==> src/rtl/dpr_stream_fifo_ctrl.sv <==
// Stream FIFO controller around an external dual-port RAM: port A writes, port B reads.
// A 2-entry skid buffer hides the RAM's registered read so the output is first-word-fall-through.
module dpr_stream_fifo_ctrl #(
  parameter int DATA_WIDTH = 32,
  parameter int ADDR_WIDTH = 9
) (
  input  logic                  clk,
  input  logic                  resetn,
  input  logic                  flush,
  input  logic                  in_valid,
  output logic                  in_ready,
  input  logic [DATA_WIDTH-1:0] in_data,
  output logic                  out_valid,
  input  logic                  out_ready,
  output logic [DATA_WIDTH-1:0] out_data,
  output logic [ADDR_WIDTH+1:0] level,
  output logic                  ram_we_a,
  output logic [ADDR_WIDTH-1:0] ram_addr_a,
  output logic [DATA_WIDTH-1:0] ram_din_a,
  output logic                  ram_we_b,
  output logic [ADDR_WIDTH-1:0] ram_addr_b,
  input  logic [DATA_WIDTH-1:0] ram_dout_b
);

  // Handshake: a transfer happens on a rising edge where valid and ready are both high.
  // in_ready and out_valid come from registers only; flush cancels both transfers.
  localparam logic [ADDR_WIDTH:0] FULL_CNT = {1'b1, {ADDR_WIDTH{1'b0}}};

  logic [ADDR_WIDTH-1:0] wr_ptr, rd_ptr;
  logic [ADDR_WIDTH:0]   ram_cnt, ram_cnt_nxt;
  logic                  inflight;
  logic                  resetn_seen;
  logic [DATA_WIDTH-1:0] skid0, skid1, skid0_nxt, skid1_nxt;
  logic [1:0]            skid_cnt, skid_cnt_nxt;
  logic                  push, pop, rd_issue;
  logic [2:0]            occupancy, occ_limit;

  assign in_ready   = resetn_seen & (ram_cnt != FULL_CNT);
  assign out_valid  = (skid_cnt != 2'd0);
  assign out_data   = out_valid ? skid0 : '0;
  assign push       = in_valid & in_ready & ~flush;
  assign pop        = out_valid & out_ready & ~flush;

  // Only issue a read when the skid buffer is guaranteed a free slot on return.
  assign occupancy  = {1'b0, skid_cnt} + {2'b00, inflight};
  assign occ_limit  = 3'd2 + {2'b00, pop};
  assign rd_issue   = (ram_cnt != '0) & (occupancy < occ_limit) & ~flush;

  assign ram_we_a   = push;
  assign ram_addr_a = wr_ptr;
  assign ram_din_a  = in_data;
  assign ram_we_b   = 1'b0;
  assign ram_addr_b = rd_ptr;

  assign level = {1'b0, ram_cnt} + {{(ADDR_WIDTH+1){1'b0}}, inflight}
               + {{ADDR_WIDTH{1'b0}}, skid_cnt};

  always_comb begin
    ram_cnt_nxt = ram_cnt;
    case ({push, rd_issue})
      2'b10:   ram_cnt_nxt = ram_cnt + 1'b1;
      2'b01:   ram_cnt_nxt = ram_cnt - 1'b1;
      default: ram_cnt_nxt = ram_cnt;
    endcase
  end

  // Pop shifts first, then returning RAM data lands behind whatever remains.
  always_comb begin
    skid0_nxt    = skid0;
    skid1_nxt    = skid1;
    skid_cnt_nxt = skid_cnt;
    if (pop) begin
      skid0_nxt    = skid1;
      skid_cnt_nxt = skid_cnt - 2'd1;
    end
    if (inflight) begin
      if (skid_cnt_nxt == 2'd0) skid0_nxt = ram_dout_b;
      else                      skid1_nxt = ram_dout_b;
      skid_cnt_nxt = skid_cnt_nxt + 2'd1;
    end
  end

  always_ff @(posedge clk or negedge resetn) begin
    if (!resetn) begin
      resetn_seen <= 1'b0;
      wr_ptr      <= '0;
      rd_ptr      <= '0;
      ram_cnt     <= '0;
      inflight    <= 1'b0;
      skid0       <= '0;
      skid1       <= '0;
      skid_cnt    <= 2'd0;
    end else begin
      resetn_seen <= 1'b1;
      if (flush) begin
        wr_ptr   <= '0;
        rd_ptr   <= '0;
        ram_cnt  <= '0;
        inflight <= 1'b0;
        skid0    <= '0;
        skid1    <= '0;
        skid_cnt <= 2'd0;
      end else begin
        if (push)     wr_ptr <= wr_ptr + 1'b1;
        if (rd_issue) rd_ptr <= rd_ptr + 1'b1;
        ram_cnt  <= ram_cnt_nxt;
        inflight <= rd_issue;
        skid0    <= skid0_nxt;
        skid1    <= skid1_nxt;
        skid_cnt <= skid_cnt_nxt;
      end
    end
  end

endmodule

==> config.mk <==
export PLATFORM = sky130hd
export DESIGN_NAME = dpr_stream_fifo_ctrl
export DESIGN_NICKNAME = d
export VERILOG_FILES = /design/src/rtl/dpr_stream_fifo_ctrl.sv
export SDC_FILE = /design/constraint.sdc
export NUM_CORES = 1
export LEC_CHECK = 0
export ABC_AREA = 1
export CORE_ASPECT_RATIO = 0.6
export CORE_MARGIN = 10
export CORE_UTILIZATION = 38
export DETAILED_ROUTE_END_ITERATION = 16
export GPL_TIMING_DRIVEN = 0
export HOLD_SLACK_MARGIN = 0.12
export PLACE_DENSITY = 0.64
export SYNTH_ARGS = -nofsm -noshare
export SYNTH_HDL_FRONTEND = slang
export SYNTH_SLANG_ARGS = --single-unit
==> constraint.sdc <==
create_clock -name clk -period 3.9 [get_ports clk]
set_input_delay 0.78 -clock clk [delete_from_list [all_inputs] [get_ports clk]]
set_output_delay 0.78 -clock clk [all_outputs]
set_load 0.02 [all_outputs]
==> flow_metrics.env, run 1 <==
export IMPL_status="complete, no violations"
export IMPL_start_kind="register"
export IMPL_syn_inst=735
export IMPL_finalSetupViolCount=0
export IMPL_grt_pass1_wl_um=25500
export IMPL_gr_usage_all_layers_pct=15.3
export IMPL_clockRootBuffer="clkbuf_16"
export IMPL_netlist_area_mm2=0.00566
export IMPL_ant_nets=0
export IMPL_clock_path_buffers=2
export IMPL_wirelength_um=16000
export IMPL_stdcell_area_mm2=0.00761
export IMPL_clkLatencyLatePin_ps=340
export IMPL_num_rows=34
export IMPL_htree_levels=3
export IMPL_cts_setup_buffers=0
export IMPL_final_common_cell="inv_1"
export IMPL_first_pass_iters=4
export IMPL_cts_buffers=9
export IMPL_critPathCapture="level[8]"
export IMPL_maxCapViolCount=0
export IMPL_yosys_top_cells_area="dfrtp_1, inv_1, o21ai_0, nand2_1, o22ai_1"
export IMPL_post_cts_resized=1
export IMPL_viasPerCell=4.63
export IMPL_endpoint_kind="primary output"
export IMPL_postSynthAreaPerCell_um2=7.70
export IMPL_ctsHoldBuffers=0
export IMPL_slew_headroom_pct=63.2
export IMPL_cp_required_ps=3120
export IMPL_layout_drive_gt1_share_pct=9.41
export IMPL_power_density_mw_per_mm2=659
export IMPL_die_h_um=115
export IMPL_fin_crit_sh_pct=96.4
export IMPL_rr_endpoint="ram_cnt[5]"
export IMPL_regToRegStartpoint="skid_cnt[1]"
export IMPL_synth_top_area_share_pct=42.5
export IMPL_rrSetupSlack_ps=650
export IMPL_leakage_nw=3.72
export IMPL_worst_pin_slew_ps=553
export IMPL_hpwl_um=12100
export IMPL_hold_viol=0
export IMPL_skew_ps=4.82
export IMPL_synth_net_count=822
export IMPL_crit_arrival_ps=2980
export IMPL_ys_types=35
export IMPL_seq_area_frac_synth_pct=42.5
export IMPL_synth_top_area_cell="dfrtp_1"
export IMPL_wl_per_cell_um=14.8
export IMPL_worstPathMaxFanout=6
export IMPL_grt_pass1_vias=4912
export IMPL_critPathKind="reg2out"
export IMPL_io_pins=166
export IMPL_whs_ps=377
export IMPL_period_needed_ps=3760
export IMPL_postPlaceCellArea_mm2=0.00724
export IMPL_timing_fmax_mhz=266
export IMPL_grt_max_degree=66
export IMPL_synth_warnings=0
export IMPL_dr_total_vias=5004
export IMPL_cts_tree="built"
export IMPL_fp_dieW_um=178
export IMPL_core_mm2=0.0145
export IMPL_cp_startpoint="ram_cnt[0]"
export IMPL_antenna_found_initial=0
export IMPL_cts_sinks=96
export IMPL_yosys_register_bits=96
export IMPL_die_area_mm2=0.0203
export IMPL_remaining_drc_errors=0
export IMPL_rsz0062_at_grt="no"
export IMPL_grt_overflow=0
export IMPL_clkSlewWorstSetupHoldPaths_ps=70
export IMPL_start_util_pct=38.9
export IMPL_utilization_pct=52.3
export IMPL_final_net_count=965
export IMPL_mostFrequentLayoutCells="inv_1, clkdlybuf4s50_1, dfrtp_1"
export IMPL_drtIter0Drc=336
export IMPL_worst_ir_drop_vdd_uv=342
export IMPL_io_buffers=131
export IMPL_drv_slew=0
export IMPL_synthToLayoutAreaGrowth_pct=34.5
export IMPL_place_gp_congestion=0.856
export IMPL_worst_hold_path_type="in2async"
export IMPL_antenna_cells=0
export IMPL_ff2ff_path_depth=16
==> registers in the layout, summed over array words and instances (netlist names) <==
signal and cells:
inflight 1, ram_addr_a 9, ram_addr_b 9, ram_cnt 10, resetn_seen 1, skid0 32, skid1 32, skid_cnt 2
==> final cells by class <==
type | instances | area [µm²]
Clock inverter | 6 | 133
Timing Repair Buffer | 132 | 1340
Tap cell | 198 | 248
Buffer | 63 | 385
Clock buffer | 9 | 225
Fill cell | 1419 | 6940
Sequential cell | 96 | 2400
Multi-Input combinational cell | 405 | 2230
Inverter | 171 | 642
==> routing by layer <==
metal	GRT usage, %	wire length (µm)
met3	6.09	1610
met5	0	0
met2	22.1	6420
met4	2.38	80
met1	21.4	7900
==> through the flow <==
stage	std cells	TNS [ps]	power, mW	setup WS, ps
2_1_floorplan	735	0	3.09	949
3_3_place_gp	1064	-163230	3.94	-1710
3_5_place_dp	1065	0	3.97	327
4_1_cts	1080	0	5.05	80.8
5_1_grt	1080	0	5.43	10.2
6_report	1080	0	5.01	139
==> how the worst min path moves through the flow <==
stage,startpoint,to
finish,resetn,skid0[6]
global route,resetn,skid1[5]
CTS,resetn,skid0[6]
detailed placement,ram_cnt[9],ram_cnt[9]
global placement,skid1[25],skid1[25]
floorplan,ram_cnt[9],ram_cnt[9]
==> worst max-delay path, stage by stage, from the launching register on <==
cell and delay, ps:
dfrtp_1 460, inv_1 150, fa_1 430, inv_1 110
fa_1 220, nand3_1 140, nor2_1 210, nand4_1 160
xor2_1 150, clkdlybuf4s50_1 620
==> kinds of logic (layout without fill, tap and decap cells) <==
| logic type | after synthesis | after routing | share of synthesized area [%] |
|---|---|---|---|
| buffers and inverters | 234 | 381 | 18.2 |
| and+or+nand+nor | 190 | 190 | 14.9 |
| AOI/OAI and AO/OA | 175 | 175 | 16.9 |
| DFF | 96 | 96 | 42.5 |
| xor gates and xnor gates | 20 | 20 | 3.10 |
| adders and majority gates | 18 | 18 | 4.38 |
| other | 2 | 2 | 0.133 |
==> power by group <==
group	switching, mW	internal, mW
logic	1.53	0.941
registers	0.187	1.30
clock network	0.375	0.687
==> Yosys cell counts (all sizes together) <==
cell,n
or2,1
xnor2,5
nor3,8
ha,15
clkbuf,16
fa,3
conb,2
dfrtp,96
a21boi,1
nor2,60
a31oi,2
a31o,1
a21oi,46
o21ai,82
inv,171
xor2,15
and3,1
nand3,20
a21o,1
buf,47
o211ai,2
o22ai,40
nand4,3
nand2,97
No activity file was read; power rests on OpenSTA's default activity.
==> run 2, diff against run 1 <==
clock period = 3.8 ns   (was 3.9 ns; I/O delays follow)
==> run 2 against run 1 <==
Final cell count stayed put. Combinational power up 2%. Power is 2.6% higher. Setup slack gained 21 ps. Sequential share of layout area about the same. Utilization about the same. Clock skew is essentially flat. Clock power about the same. Sequential power rose by 3%.
==> flow_metrics.env, run 2 (synthesis gave the netlist of run 1 again) <==
export IMPL_hold_viol=0
export IMPL_mostFrequentLayoutCells="inv_1, clkdlybuf4s50_1, dfrtp_1"
export IMPL_num_rows=34
export IMPL_layout_drive_gt1_share_pct=9.41
export IMPL_hpwl_um=12100
export IMPL_total_power_mw=5.14
export IMPL_cts_setup_buffers=0
export IMPL_ant_nets=0
export IMPL_antenna_found_initial=0
export IMPL_ff2ff_path_depth=17
export IMPL_grtUsageMet3_pct=6.09
export IMPL_die_area_mm2=0.0203
export IMPL_power_density_mw_per_mm2=675
export IMPL_core_mm2=0.0145
export IMPL_cts_tree="built"
export IMPL_first_pass_iters=4
export IMPL_regToRegStartpoint="skid_cnt[1]"
export IMPL_timing_fmax_mhz=275
export IMPL_cp_required_ps=3040
export IMPL_grt_pass1_vias=4912
export IMPL_gr_usage_all_layers_pct=15.3
export IMPL_clkSlewWorstSetupHoldPaths_ps=70
export IMPL_fin_crit_sh_pct=95.8
export IMPL_grt_overflow=0
export IMPL_slew_headroom_pct=61.8
export IMPL_grtUsageMet1_pct=21.4
export IMPL_grt_busiest_layer="met2"
export IMPL_utilization_pct=52.3
export IMPL_rrSetupSlack_ps=550
export IMPL_worst_pin_slew_ps=566
export IMPL_maxCapViolCount=0
export IMPL_critPathMaxStageDelay_ps=620
export IMPL_clock_path_buffers=2
export IMPL_rr_endpoint="ram_cnt[8]"
export IMPL_place_gp_congestion=0.856
export IMPL_worstPathMaxFanout=6
export IMPL_clkLatencyLatePin_ps=340
export IMPL_setup_tns_ps=0
export IMPL_antenna_cells=0
export IMPL_drtIter0Drc=338
export IMPL_wl_per_cell_um=14.8
export IMPL_skew_ps=4.82
export IMPL_remaining_drc_errors=0
export IMPL_period_needed_ps=3640
export IMPL_drv_slew=0
export IMPL_critPathKind="reg2out"
export IMPL_grtUsageMet2_pct=22.1
export IMPL_cts_buffers=9
export IMPL_worst_hold_path_type="in2async"
export IMPL_layout_cells_non_filler=1080
export IMPL_wirelength_um=16000
export IMPL_final_net_count=965
export IMPL_leakage_nw=3.75
export IMPL_start_kind="register"
export IMPL_die_h_um=115
export IMPL_finalSetupViolCount=0
export IMPL_dp_cells=1065
export IMPL_htree_levels=3
export IMPL_status="complete, no violations"
export IMPL_whs_ps=357
export IMPL_fp_dieW_um=178
export IMPL_top_regs="skid0 x32, skid1 x32, ram_cnt x10"
export IMPL_io_buffers=131
export IMPL_worst_ir_drop_vdd_uv=351
export IMPL_io_pins=166
export IMPL_grt_pass1_wl_um=25500
export IMPL_start_util_pct=38.9
export IMPL_cts_sinks=96
export IMPL_slowest_stage="clkdlybuf4s50_1"
export IMPL_dr_total_vias=5022
export IMPL_rsz0062_at_grt="no"
export IMPL_final_common_cell="inv_1"
export IMPL_viasPerCell=4.65
export IMPL_synthToLayoutAreaGrowth_pct=34.6
export IMPL_crit_arrival_ps=2880
export IMPL_endpoint_kind="primary output"
export IMPL_grt_max_degree=66
export IMPL_path_cells="inv_1 > fa_1 > inv_1 > fa_1 > nand3_1 > nor2_1 > nand2_1 > xor2_1 > clkdlybuf4s50_1"
export IMPL_clockRootBuffer="clkbuf_16"
-- run 2: cell count changes in the layout (fill, tap and decap cells not counted) --
cell	delta
dlymetal6s2s_1	+2
clkdlybuf4s50_1	-2
-- run 2: repair_timing --
item	CTS	global route
endpoints found under the setup margin	2	4
endpoints found under the hold margin	0	0
gates resized for setup	1	4
hold buffers	0	0
-- run 2: power by group --
| group | switching (mW) | internal (mW) |
|---|---|---|
| Combinational | 1.57 | 0.965 |
| Clock | 0.385 | 0.705 |
| Sequential | 0.191 | 1.33 |
| Total | 2.14 | 3.00 |
-- run 2: worst max-delay path by stage --
| stage | start | endpoint | slack [ps] | cells past startpoint |
|---|---|---|---|---|
| 5_1_grt | ram_cnt[0] | level[6] | 10 | 9 |
| 3_3_place_gp | resetn | ram_addr_b[8] | -1790 | 1 |
| 2_1_floorplan | flush | ram_cnt[5] | 870 | 14 |
| 4_1_cts | ram_cnt[0] | level[10] | 0.8 | 9 |
| 6_report | ram_cnt[0] | level[6] | 160 | 9 |
| 3_5_place_dp | out_ready | ram_cnt[5] | 250 | 13 |
-- run 2: layout make-up --
cell class                 instances  area [µm²]
tap                              198         248
timing repair buffer             132        1350
clock buffer                       9         225
fill                            1418        6930
sequential                        96        2400
multi-input combinational        405        2230
clock inverter                     6         133
inverter                         171         642
buffer                            63         385
-- run 2: stage by stage --
| stage | setup slack [ps] | instance area [µm²] |
|---|---|---|
| floorplan | 869 | 5660 |
| global placement | -1790 | 7220 |
| detailed placement | 247 | 7240 |
| CTS | 0.826 | 7600 |
| global route | 13.3 | 7610 |
| finish | 160 | 7610 |
-- run 2: worst max-delay path: cells and delay by family, from the launching register on --
family,cells,cell delay (ps)
flip-flops,1,460
AND/OR/NAND/NOR,3,420
adder cells (fa/ha/maj),2,650
buffers and inverters,3,880
XOR/XNOR,1,130
-- run 2: routing by layer --
| metal | share of wire, % | vias to the layer above |
|---|---|---|
| li1 | - | 2556 |
| met1 | 49 | 2297 |
| met2 | 40 | 159 |
| met3 | 9.8 | 10 |
| met4 | 0.50 | 0 |
| met5 | 0 | - |
